`src/rtl/x1_vram_cpu_port.sv`:
```
// rtl/x1_vram_cpu_port.sv - CPU access port onto the shared VRAM/GRAM bus, slotted against video fetch
module x1_vram_cpu_port (
  input  logic        I_VCLK,
  input  logic        I_RESET,
  input  logic [15:0] I_A,
  input  logic [7:0]  I_D,
  input  logic        I_WR,
  input  logic        I_RD,
  input  logic        I_TXT_CS,
  input  logic        I_ATT_CS,
  input  logic        I_KAN_CS,
  input  logic        I_GRB_CS,
  input  logic        I_GRR_CS,
  input  logic        I_GRG_CS,
  input  logic        I_SLOT,
  input  logic [7:0]  I_TXT_D,
  input  logic [7:0]  I_ATT_D,
  input  logic [7:0]  I_KAN_D,
  input  logic [7:0]  I_GRB_D,
  input  logic [7:0]  I_GRR_D,
  input  logic [7:0]  I_GRG_D,
  output logic [13:0] O_VA,
  output logic        O_VA_SEL,
  output logic        O_TXT_WE,
  output logic        O_ATT_WE,
  output logic        O_KAN_WE,
  output logic        O_GRB_WE,
  output logic        O_GRR_WE,
  output logic        O_GRG_WE,
  output logic [7:0]  O_WD,
  output logic [7:0]  O_D,
  output logic        O_DE,
  output logic        O_VWAIT,
  output logic        O_BUSY
);

  typedef enum logic [2:0] {IDLE, PEND, ACC0, ACC1, DONE} state_t;

  // Select vector order: {TXT, ATT, KAN, GRB, GRR, GRG}; bit 5 has highest read priority.
  logic [5:0]  cs_in;
  logic        req;
  logic        unused_addr_hi;

  state_t      state_q, state_d;
  logic        req_s1_q, req_s1_d;
  logic        req_s_q, req_s_d;
  logic [7:0]  data_q, data_d;
  logic        wr_q, wr_d;
  logic [5:0]  cs_q, cs_d;
  logic [13:0] va_q, va_d;
  logic [7:0]  rd_q, rd_d;
  logic        ack_q, ack_d;
  logic [5:0]  we;

  assign cs_in          = {I_TXT_CS, I_ATT_CS, I_KAN_CS, I_GRB_CS, I_GRR_CS, I_GRG_CS};
  assign req            = (|cs_in) & (I_WR | I_RD);
  assign unused_addr_hi = &{1'b0, I_A[15:14]};

  // State and captured request registers; reset aborts any access in flight.
  always_ff @(posedge I_VCLK or posedge I_RESET) begin
    if (I_RESET) begin
      state_q  <= IDLE;
      req_s1_q <= 1'b0;
      req_s_q  <= 1'b0;
      data_q   <= 8'h00;
      wr_q     <= 1'b0;
      cs_q     <= 6'b0;
      va_q     <= 14'h0000;
      rd_q     <= 8'h00;
      ack_q    <= 1'b0;
    end else begin
      state_q  <= state_d;
      req_s1_q <= req_s1_d;
      req_s_q  <= req_s_d;
      data_q   <= data_d;
      wr_q     <= wr_d;
      cs_q     <= cs_d;
      va_q     <= va_d;
      rd_q     <= rd_d;
      ack_q    <= ack_d;
    end
  end

  // Next state, request capture, slot handshake and read-data latch.
  always_comb begin
    state_d  = state_q;
    req_s1_d = req;
    req_s_d  = req_s1_q;
    data_d   = data_q;
    wr_d     = wr_q;
    cs_d     = cs_q;
    va_d     = va_q;
    rd_d     = rd_q;
    ack_d    = ack_q;
    case (state_q)
      IDLE: begin
        if (req_s_q) begin
          state_d = PEND;
          data_d  = I_D;
          wr_d    = I_WR;
          cs_d    = cs_in;
          // Graphic planes use the full 14-bit address; text planes are 2K deep.
          if (|cs_in[2:0])      va_d = I_A[13:0];
          else if (|cs_in[5:3]) va_d = {3'b000, I_A[10:0]};
        end
      end
      PEND: begin
        if (I_SLOT) state_d = ACC0;
      end
      ACC0: begin
        // Losing the slot before the second cycle abandons this attempt without a write.
        state_d = I_SLOT ? ACC1 : PEND;
      end
      ACC1: begin
        state_d = DONE;
        ack_d   = 1'b1;
        if (!wr_q) begin
          if (cs_q[5])      rd_d = I_TXT_D;
          else if (cs_q[4]) rd_d = I_ATT_D;
          else if (cs_q[3]) rd_d = I_KAN_D;
          else if (cs_q[2]) rd_d = I_GRB_D;
          else if (cs_q[1]) rd_d = I_GRR_D;
          else if (cs_q[0]) rd_d = I_GRG_D;
        end
      end
      DONE: begin
        // Hold here until the CPU drops its strobe so one strobe gives one access.
        if (!req_s_q) begin
          state_d = IDLE;
          ack_d   = 1'b0;
        end
      end
      default: state_d = IDLE;
    endcase
  end

  assign we = (state_q == ACC1 && wr_q) ? cs_q : 6'b0;

  assign {O_TXT_WE, O_ATT_WE, O_KAN_WE, O_GRB_WE, O_GRR_WE, O_GRG_WE} = we;
  assign O_VA     = va_q;
  assign O_VA_SEL = (state_q == ACC0) || (state_q == ACC1);
  assign O_WD     = (state_q != IDLE) ? data_q : 8'h00;
  assign O_D      = rd_q;
  assign O_DE     = (state_q == DONE) && !wr_q;
  assign O_BUSY   = (state_q != IDLE);
  // Wait is combinational from the raw request so the CPU is stalled in the very cycle it asks.
  assign O_VWAIT  = req & ~ack_q & ~I_RESET;

endmodule
```
`config.mk`:
```
export PLATFORM = sky130hd
export DESIGN_NAME = x1_vram_cpu_port
export DESIGN_NICKNAME = d
export VERILOG_FILES = /design/src/rtl/x1_vram_cpu_port.sv
export SDC_FILE = /design/constraint.sdc
export NUM_CORES = 1
export LEC_CHECK = 0
export ABC_AREA = 0
export BUFFER_PORTS_ARGS = -buffer_cell sky130_fd_sc_hd__buf_2
export CAP_MARGIN = 20
export CORE_UTILIZATION = 44
export CTS_CLUSTER_SIZE = 12
export DETAILED_ROUTE_END_ITERATION = 10
export MAX_ROUTING_LAYER = met4
export PLACE_DENSITY = 0.86
export SLEW_MARGIN = 20
export SYNTH_ARGS = -nofsm -noshare
export SYNTH_HDL_FRONTEND = slang
export SYNTH_SLANG_ARGS = --single-unit
```
`constraint.sdc`:
```
create_clock -name I_VCLK -period 2.6 [get_ports I_VCLK]
set_clock_uncertainty 0.2 [all_clocks]
set_input_delay 0.26 -clock I_VCLK [delete_from_list [all_inputs] [get_ports I_VCLK]]
set_output_delay 0.26 -clock I_VCLK [all_outputs]
set_load 0.02 [all_outputs]
```
==> flow_summary.json <==
{
  "drcViolationCount": 0,
  "worstSkewPairLatency_ns": 0.30,
  "nets": 445,
  "grt_use_met2_pct": 39.2,
  "num_vias": 2105,
  "rr_endpoint": "O_VA[10]",
  "finalSetupTns_ns": 0,
  "overflow": 0,
  "synth_edf_count": 0,
  "antenna_found_initial": 0,
  "maxCapViolations": 0,
  "rrSetupSlack_ns": 0.59,
  "antenna_left": 0,
  "ff2ff_path_depth": 5,
  "cpMaxStageDelayCell": "dlygate4sd3_1",
  "place_hpwl_um": 4040,
  "diodes": 0,
  "hold_path.class": "in -> reg",
  "worst_slew_pin_slew_ns": 0.879,
  "layout_commonest_cell": "buf_2",
  "grt_pass1_vias": 2033,
  "drt-initial-drc-count": 74,
  "p_seq_share_pct": 33.0,
  "rows": 25,
  "r2r-start": "state_q[0]",
  "setup_violations": 0,
  "syn_inst": 219,
  "final_cell_mix": "buf_2 (118), dfrtp_1 (43), dlygate4sd3_1 (28)",
  "gp_congestion": 0.741,
  "fin_crit_sh_pct": 98.0,
  "wl_um": 5850,
  "min_path_cells": 2,
  "die_width_um": 73.2,
  "yosysSeqAreaShare_pct": 48.2,
  "switching_share_pct": 41.6,
  "synth_fp_nets": 302,
  "post-route-util_pct": 67.8,
  "die_height_um": 73.2,
  "drive_gt1_share_pct": 45.5,
  "path_cells": "dlygate4sd3_1 -> or3_4 -> or4_4 -> o21a_1 -> nor3b_1 -> buf_4",
  "cts_buffers": 5,
  "cts_sinks": 43,
  "port_buffers": 120,
  "status": "finished clean",
  "hp-start": "I_GRR_CS",
  "grt_max_degree": 44,
  "clk_path_buf_depth": 2,
  "synthesis.area_mm2": 0.00223,
  "crit_cells": 6,
  "synthArstFlopShare_pct": 100,
  "fin_cells": 430,
  "max_freq_mhz": 393,
  "rsz0062_at_grt": "false",
  "start_kind": "input pin",
  "met3_usage_pct": 3.31,
  "start_util_pct": 46.4,
  "post-place-cells": 395,
  "synth_area_per_cell_um2": 10.2,
  "worstPathRequired_ns": 2.14,
  "vias_per_cell": 4.90,
  "cp_max_fo": 3,
  "cts_root_buffer": "clkbuf_8",
  "cts_tree": "built",
  "synth_ff_type": "dfrtp_1",
  "grt_pass1_wl_um": 9160,
  "drv_slew": 0,
  "p_comb_share_pct": 52.8,
  "slowest_delay_ns": 0.56,
  "core_mm2": 0.00482,
  "crit_family": "simple AND/OR/NAND/NOR gates",
  "critical_path_class": "in -> out",
  "synth_cell_types": 31,
  "p_int_mw": 2.20,
  "avgRoutedWirePerCell_um": 13.6,
  "cp.arrival_ns": 2.09,
  "grt.busiest_layer": "met2",
  "leakage_nw": 1.65,
  "io_pins": 123,
  "irDropWorstVdd_mv": 0.929,
  "ctsHtreeMaxLevel": 2,
  "power_mw": 3.77,
  "ys.warnings.count": 0,
  "dr.pass1.iters": 4,
  "ys_seq_elements": 43,
  "dieArea_mm2": 0.00536,
  "grt_util_all_layers_pct": 23.0,
  "area_growth_pct": 46.3,
  "end_kind": "primary output",
  "clkPwrFrac_pct": 14.2,
  "power_density_mw_per_mm2": 1160,
  "worst-path-buf-inv": 2,
  "layout_min_cycle_time_ns": 2.55,
  "max_slew_margin_pct": 41.3,
  "switchingPower_mw": 1.57,
  "clk_pin_slew_ns": 0.10,
  "min_to": "cs_q[1]",
  "holdWs_ns": 0.0177,
  "met1_usage_pct": 28.2,
  "hold_viol_final": 0
}
[synthesized netlist by cell type, drive strengths merged (3+ instances only)]
| cell | count | share of area [%] |
|---|---|---|
| dfrtp | 43 | 48 |
| mux2 | 26 | 15 |
| nor2 | 19 | 3.2 |
| a21oi | 18 | 4.0 |
| nand2 | 18 | 3.0 |
| o21ai | 17 | 3.8 |
| clkbuf | 11 | 1.8 |
| inv | 10 | 1.7 |
| nor2b | 9 | 2.5 |
| a31oi | 8 | 2.2 |
| mux2i | 8 | 3.6 |
| and3 | 7 | 2.0 |
| buf | 5 | 2.1 |
| a22o | 3 | 1.2 |
| and2 | 3 | 0.95 |
[sequential cells by signal (all words and copies together), names as in the netlist]
register,count
O_D,8
O_VA,14
ack_q,1
cs_q,6
data_q,8
req_s1_q,1
req_s_q,1
state_q,3
wr_q,1
[through the flow]
stage / setup slack (ns) / instance area [um^2]
2_1_floorplan: 0.638 / 2230
3_3_place_gp: 0.540 / 2870
3_5_place_dp: 0.519 / 2870
4_1_cts: 0.0415 / 3240
5_1_grt: 0.0130 / 3270
6_report: 0.0526 / 3270
[power groups by stage]
| stage | clock network (mW) | registers, mW | logic [mW] |
|---|---|---|---|
| 2_1_floorplan | 0 | 1.34 | 1.34 |
| 3_3_place_gp | 0 | 1.24 | 1.92 |
| 3_5_place_dp | 0 | 1.25 | 1.96 |
| 4_1_cts | 0.544 | 1.25 | 2.00 |
| 5_1_grt | 0.571 | 1.30 | 2.17 |
| 6_report | 0.536 | 1.25 | 1.99 |
[worst max path at each step]
stage                         from       to  slack, ns
final                     I_GRB_CS  O_VWAIT       0.05
after global routing      I_GRB_CS  O_VWAIT       0.01
after CTS                 I_GRB_CS  O_VWAIT       0.04
after detailed placement  I_GRG_CS  O_VA[1]       0.52
after global placement    I_GRG_CS  O_VWAIT       0.54
after floorplan           I_GRG_CS  O_VA[0]       0.64
[cell type report]
cell class | count | area [um^2]
Timing Repair Buffer | 152 | 916
Fill cell | 414 | 1550
Clock buffer | 5 | 68.8
Clock inverter | 3 | 47.5
Inverter | 10 | 37.5
Multi-Input combinational cell | 150 | 1040
Sequential cell | 43 | 1080
Tap cell | 67 | 83.8
[worst reg2reg max path, stage by stage (launching register included)]
cell and delay (ns):
dfrtp_1 0.49, nor3_1 0.21, buf_4 0.20, and2_1 0.15
and2_4 0.27, mux2_2 0.36
[what timing repair did]
action                                  CTS  global route
resized for setup                         0             2
endpoints found under the setup margin    0             1
setup buffers                             0             0
hold endpoints to repair                 50             2
hold buffers                             26             2
[per-layer routing]
layer  vias to the layer above  wire length [um]  part of all wire (%)
li1                       1046                 -                     -
met1                       985              2510                    43
met2                        68              3020                    52
met3                         6               250                   4.3
met4                         0                62                   1.1
met5                         -                 0                     0
[cell families (layout without fill, tap and decap cells)]
family,after synthesis,count (layout),share of synthesized area (%)
compound gates,51,51,13.0
xor+xnor,1,1,0.392
buf+inv,26,170,5.60
flops,43,43,48.2
mux,34,34,18.4
simple gates,64,64,14.5
No activity file was read; power rests on OpenSTA's default activity.
